$ cat src/rtl/adc_level_indicator.sv
// adc_level_indicator: turns a 12-bit ADC sample stream into blue/green level LEDs.
// The level only changes after a hysteresis band check and a persistence filter.
// "No data yet" is shown with both LEDs off. A one-cycle level_chg strobe marks each change.
// Optional feature: define LEVEL_STALE_EN to drop back to the unknown state after
// STALE_CYCLES cycles without a valid sample. In that state both LEDs are off and stale=1.
module adc_level_indicator #(
   parameter int DATA_W       = 12,
   parameter int THRESH       = 2048,
   parameter int HYST         = 64,
   parameter int PERSIST      = 4,
   parameter int STALE_CYCLES = 1000000
) (
   input  logic              clk,
   input  logic              rst_n,
   input  logic              DATA_VALID,
   input  logic [DATA_W-1:0] DATA,
   output logic              led_b,
   output logic              led_g,
   output logic              level_chg,
   output logic              stale
);

   localparam int CW      = $clog2(PERSIST + 1);
   localparam int MAXV    = (1 << DATA_W) - 1;
   // Band limits saturate to the sample range.
   localparam int UPPER_I = (THRESH + HYST > MAXV) ? MAXV : THRESH + HYST;
   localparam int LOWER_I = (THRESH - HYST < 0) ? 0 : THRESH - HYST;
   localparam logic [DATA_W:0] UPPER    = (DATA_W+1)'(UPPER_I);
   localparam logic [DATA_W:0] LOWER    = (DATA_W+1)'(LOWER_I);
   localparam logic [DATA_W:0] THRESH_X = (DATA_W+1)'(THRESH);
   localparam logic [CW-1:0]   LAST     = CW'(PERSIST - 1);

   typedef enum logic [1:0] {S_UNK, S_LOW, S_HIGH} state_t;

   state_t            state_q, state_d;
   logic [CW-1:0]     cnt_q, cnt_d;
   logic              chg_d, led_b_d, led_g_d;
   logic [DATA_W:0]   sample;

   assign sample = {1'b0, DATA};

`ifdef LEVEL_STALE_EN
   localparam int SW = $clog2(STALE_CYCLES + 1);
   localparam logic [SW-1:0] STALE_MAX = SW'(STALE_CYCLES);
   logic [SW-1:0] scnt_q, scnt_d;
   logic          stale_d;
`endif

   // State, persistence counter and registered outputs.
   always_ff @(posedge clk or negedge rst_n) begin
      if (!rst_n) begin
         state_q   <= S_UNK;
         cnt_q     <= '0;
         led_b     <= 1'b0;
         led_g     <= 1'b0;
         level_chg <= 1'b0;
`ifdef LEVEL_STALE_EN
         scnt_q    <= '0;
         stale     <= 1'b0;
`endif
      end else begin
         state_q   <= state_d;
         cnt_q     <= cnt_d;
         led_b     <= led_b_d;
         led_g     <= led_g_d;
         level_chg <= chg_d;
`ifdef LEVEL_STALE_EN
         scnt_q    <= scnt_d;
         stale     <= stale_d;
`endif
      end
   end

   // Next state: UNK resolves on the first sample. LOW/HIGH flip only after PERSIST qualifying samples in a row.
   always_comb begin
      state_d = state_q;
      cnt_d   = cnt_q;
      chg_d   = 1'b0;
`ifdef LEVEL_STALE_EN
      scnt_d  = scnt_q;
      stale_d = stale;
`endif
      if (DATA_VALID) begin
`ifdef LEVEL_STALE_EN
         scnt_d  = '0;
         stale_d = 1'b0;
`endif
         case (state_q)
            S_UNK: begin
               state_d = (sample <= THRESH_X) ? S_LOW : S_HIGH;
               cnt_d   = '0;
               chg_d   = 1'b1;
            end
            S_LOW: begin
               if (sample > UPPER) begin
                  if (cnt_q == LAST) begin
                     state_d = S_HIGH;
                     cnt_d   = '0;
                     chg_d   = 1'b1;
                  end else begin
                     cnt_d = cnt_q + CW'(1);
                  end
               end else begin
                  cnt_d = '0;
               end
            end
            S_HIGH: begin
               if (sample <= LOWER) begin
                  if (cnt_q == LAST) begin
                     state_d = S_LOW;
                     cnt_d   = '0;
                     chg_d   = 1'b1;
                  end else begin
                     cnt_d = cnt_q + CW'(1);
                  end
               end else begin
                  cnt_d = '0;
               end
            end
            default: begin
               state_d = S_UNK;
               cnt_d   = '0;
            end
         endcase
      end
`ifdef LEVEL_STALE_EN
      // Idle cycles advance the stale timer. Going stale forgets the level without a change strobe.
      else if (scnt_q != STALE_MAX) begin
         scnt_d = scnt_q + SW'(1);
         if (scnt_d == STALE_MAX) begin
            state_d = S_UNK;
            cnt_d   = '0;
            stale_d = 1'b1;
         end
      end
`endif
   end

   // LED decode of the next state, so the LED flops track the state flop exactly.
   always_comb begin
      led_b_d = (state_d == S_LOW);
      led_g_d = (state_d == S_HIGH);
   end

`ifndef LEVEL_STALE_EN
   assign stale = 1'b0;
`endif

endmodule

$ cat config.mk
export PLATFORM = sky130hd
export DESIGN_NAME = adc_level_indicator
export DESIGN_NICKNAME = d
export VERILOG_FILES = /design/src/rtl/adc_level_indicator.sv
export SDC_FILE = /design/constraint.sdc
export NUM_CORES = 1
export LEC_CHECK = 0
export ABC_AREA = 0
export CAP_MARGIN = 20
export CORE_MARGIN = 1
export CORE_UTILIZATION = 44
export CTS_CLUSTER_DIAMETER = 150
export DETAILED_ROUTE_END_ITERATION = 7
export PLACE_DENSITY = 0.76
export SLEW_MARGIN = 20
export SYNTH_ARGS = -nofsm -noshare
export SYNTH_HDL_FRONTEND = slang
export SYNTH_SLANG_ARGS = --single-unit
$ cat constraint.sdc
create_clock -name clk -period 2.3 [get_ports clk]
set_clock_uncertainty 0.15 [all_clocks]
set_input_delay 0.46 -clock clk [delete_from_list [all_inputs] [get_ports clk]]
set_output_delay 0.46 -clock clk [all_outputs]
set_load 0.01 [all_outputs]
# After elaboration in Yosys (flattened, before gate mapping)

Cells that the tools add are included.

Reduce and logical (&&, ||, !) cells: 1
Div/mod/pow operators: 0
Mux-type cells: 16
Shift-type cells: 0
Equality and inequality tests: 5
$lt $le $gt $ge: 3
Bitwise operators: 0
Multipliers: 0
$add $sub $neg: 1

Operators with widths:

| operator                                               | count |
|---|---|
| > comparator 12 bit (second input constant)            | 1 |
| <= comparator 12 x 11 -> 1 bit (second input constant) | 1 |
| <= comparator 12 bit (second input constant)           | 1 |
| 2-to-1 mux 2 bit                                       | 6 |
| 2-to-1 mux 3 bit                                       | 3 |
| case mux 2 bit (3 select lines)                        | 1 |
| case mux 3 bit (2 select lines)                        | 1 |
| equality test 2 x 1 -> 1 bit (second input constant)   | 2 |
| equality test 2 bit (second input constant)            | 2 |
| 2-to-1 mux 1 bit                                       | 4 |
| adder 3 x 1 -> 3 bit (second input constant)           | 1 |
| equality test 3 x 2 -> 1 bit (second input constant)   | 1 |
| case mux 1 bit (3 select lines)                        | 1 |
| zero test 2 bit                                        | 1 |

Output and inout bits: 4
Flip-flop bits (word level): 8
Input port bits: 15
Bits in writable memories: 0
Bits in read-only memories: 0
Logic and storage cells: 31
Memories kept: 0
Latch bits: 0

# Longest topological paths before layout

Depth after elaboration: 6
Gate-level depth with buffers: 7
Gate-level depth less buffers: 7

# Least setup slack after synthesis

No wires, ideal clock.

Path type: input-to-reg
From: in DATA[2]
To: reg led_b
Stages on the path: 5
Setup slack: 0.396 ns
Buffers on the path: 0
Data required time: 2.077 ns
Arrival time: 1.681 ns
Setup time: 0.073 ns
Cell sequence: or4_4 > o41ai_2 > a32o_1 > a211o_2 > nor2b_1

Word-level cells in the longest chain between the ends: 5
Elaborated cells between the ends (all ways): 9
Those cells by class: 3 x order compare; 1 x eq/ne; 5 x mux

RTL lines:

| item                                                         | line        | source |
|---|---|---|
| start: declaration                                           | 16          | `input logic [DATA_W-1:0] DATA,` |
| <= comparator 12 x 11 -> 1 bit, or another cell as far along | 108         | `if (sample <= LOWER) begin` |
| 2-to-1 mux 2 bit (on tied branches)                          | 108, 90, 95 |  |
| case mux 2 bit (3 select lines) *                            | 88          | `case (state_q)` |
| 2-to-1 mux 2 bit *                                           | 83          | `if (DATA_VALID) begin` |
| named net state_d[0]                                         | 35          | `state_t state_q, state_d;` |
| equality test 2 x 1 -> 1 bit *                               | 141         | `led_b_d = (state_d == S_LOW);` |
| named net led_b_d                                            | 37          | `logic chg_d, led_b_d, led_g_d;` |
| end signal: assignment                                       | 64          | `led_b <= led_b_d;` |
| end: declaration                                             | 17          | `output logic led_b,` |

The timed path passes the listed nets; every way through them passes the cells marked *.
A chain may end at the register's enable or synchronous reset.

# Final worst setup path

Same ends and word-level chain as after synthesis.

==> run_results.csv <==
group,metric,value,unit
setup_path,setup.worst_path.start_class,"input pin",
route,drc,0,
clock_tree,ctsResizeCount,0,
setup_path,arrival,2.22,ns
synth,synth_cell_type_count,33,
route,top_layer,"met4",
route,ant_nets,0,
setup_path,crit_fanout,3,
sta,rsz0062_at_grt,"false",
global_routing,gr-total-overflow,0,
sta,final-max-slew-violation-count,0,
clock_tree,clk_path_buf_depth,2,
die,num_rows,12,
job,cap_violations,0,
worst_hold_path,holdCritPathClass,"input pin to asynchronous set/reset pin",
route,dr.pass1.iters,4,
die,dieArea,1530,um^2
synth,synth-seq-cells,8,
final_layout,syn2layout_area_growth,38.5,%
sta,setup_violations,0,
synth,syn_area,604,um^2
clock_tree,cts_setup_buffers,0,
synth,yosys_warnings,0,
clock_tree,cts_sinks,8,
status,status,"completed",
synth,ys_top_cells_by_area,"dfrtp_1 33%, ha_1 10%, nor2b_1 4.1%",
setup_path,critPathRequiredTime,2.32,ns
place,gp_congestion,0.860,
global_routing,antenna_found_initial,0,
clock_tree,clkLatencyLatePin,0.26,ns
sta,min_period,2.20,ns
synth,syn-num-nets,87,
synth,synthTopCellsByCount,"8 x dfrtp_1, 5 x ha_1, 5 x inv_1, 5 x nor2_1",
route,drt_wl_total,1400,um
route,wl_per_cell,13.5,um
power_and_ir_drop,powerDensity,804,nW/um^2
final_layout,fin_area,837,um^2
power_and_ir_drop,leakagePower,0.368,nW
synth,seq_area_frac_synth,33.1,%
die,io_pins,19,
synth,async_reset_ff_share,100,%
clock_tree,cts_buffers,3,
clock_tree,cts_tree,"built",
setup_path,crit_path_end_kind,"flip-flop",
global_routing,grt_pass1_vias,525,
final_layout,fin_nets,112,
synth,post-synth-top-count-cell,"dfrtp_1",
route,vias,602,
clock_tree,path_clk_slew,0.06,ns
die,initial_core_util,50.9,%
place,placed_cell_area,815,um^2
final_layout,drive_gt1_share,14.4,%
place,post-dp-hpwl,1150,um
route,drt-met1-wl,637,um
route,wl_met3,97,um
place,io_buffers,17,
die,die_w,39.1,um
sta,hold_viol_final,0,
die,chipHeight,39.1,um
setup_path,crit_type,"input pin to flip-flop",
power_and_ir_drop,vdd_drop_max,0.664,mV
die,core,1190,um^2
synth,netlist_instances,67,
power_and_ir_drop,total_power,0.673,mW
sta,fmax,0.455,GHz
synth,synth_top_area_share,33.1,%
synth,synth-edff-count,0,
clock_tree,cts_hold_buf,0,
route,via_per_inst,5.79,
clock_tree,clock-root-buffer,"clkbuf_4",
synth,synthFlopType,"dfrtp_1",
global_routing,grt_util_all_layers,22.7,%
clock_tree,h-tree-depth,1,
synth,yosys.area.top_type,"dfrtp_1",
route,first_iter_violations,21,
global_routing,grt_max_degree,9,
route,wl_met2,665,um
global_routing,grt_pass1_wl,2240,um
sta,finalCritPeriodShare,95.7,%
final_layout,antenna_cells,0,
synth,avgSynthCellArea,9.02,um^2
-- through the flow --
step                      util (%)  setup WS (ns)  hold slack [ns]  TNS (ns)  instances
after global routing          70.6         0.0329            0.338         0        104
after floorplan                  -          0.396           0.0144         0         67
after CTS                     70.6          0.114            0.324         0        104
after detailed placement      68.7         -0.143            0.330    -0.403        101
after global placement        68.7         -0.107            0.343    -0.301        101
final                         70.6          0.100            0.322         0        104
-- worst max-delay path, cell delays in order --
cell	delay, ns
clkdlybuf4s50_1	0.42
or4_4	0.53
o41ai_2	0.35
a32o_1	0.22
a211o_2	0.11
nor2b_1	0.13
-- layer usage --
layer | GRT usage [%] | up-vias
met5 | 0 | -
met4 | 5.17 | 0
met3 | 10.4 | 2
met2 | 32.9 | 18
met1 | 30.4 | 285
li1 | - | 297
-- path summary, 6_finish.rpt --
| path | start | end | slack (ns) | cells after the start |
|---|---|---|---|---|
| min in group clk | cnt_q[1] | cnt_q[1] | 0.34 | 1 |
| max in group asynchronous | rst_n | led_g | 1.41 | 1 |
| min | rst_n | level_chg | 0.32 | 1 |
| min reg2reg | cnt_q[1] | cnt_q[1] | 0.34 | 1 |
| max reg2reg | state_q[1] | led_g | 0.29 | 6 |
| max | DATA[2] | led_b | 0.10 | 6 |
-- kinds of logic after synthesis --
family	count (synthesis)	synth area share (%)
and+or+nand+nor	25	23.8
AOI/OAI and AO/OA	21	27.1
DFF	8	33.1
buffers and inverters	7	4.97
adders and majority gates	5	10.4
other	1	0.621
-- report_power, final --
group / switching (mW) / total [mW] / internal (mW) / leakage, nW
logic: 0.170 / 0.347 / 0.177 / 0.248
clock network: 0.0456 / 0.105 / 0.0596 / 0.0138
registers: 0.0349 / 0.221 / 0.186 / 0.106
-- sequential cells by signal, indices dropped and copies added (netlist names) --
signal	flops
cnt_q	3
led_g	1
state_q	2
led_b	1
level_chg	1
-- layout by cell type (no fill, tap or decap), types with 2 or more instances in the layout --
cell             count
a21boi_0             2
a21oi_1              3
buf_4                4
clkbuf_4             3
clkdlybuf4s50_1     17
dfrtp_1              8
ha_1                 5
inv_1                5
nand2_1              4
nand2b_1             3
nand4_1              2
nor2_1               5
nor2b_1              4
o21ai_0              3
or4_4                2
-- layout make-up --
| cell class | instances | area, um^2 |
|---|---|---|
| well taps | 14 | 17.5 |
| clock buffers | 3 | 22.5 |
| repair buffers | 21 | 200 |
| inverters | 6 | 22.5 |
| multi-input cells | 52 | 374 |
| fillers | 103 | 349 |
| flip-flops and latches | 8 | 200 |
No activity file was read; power rests on OpenSTA's default activity.
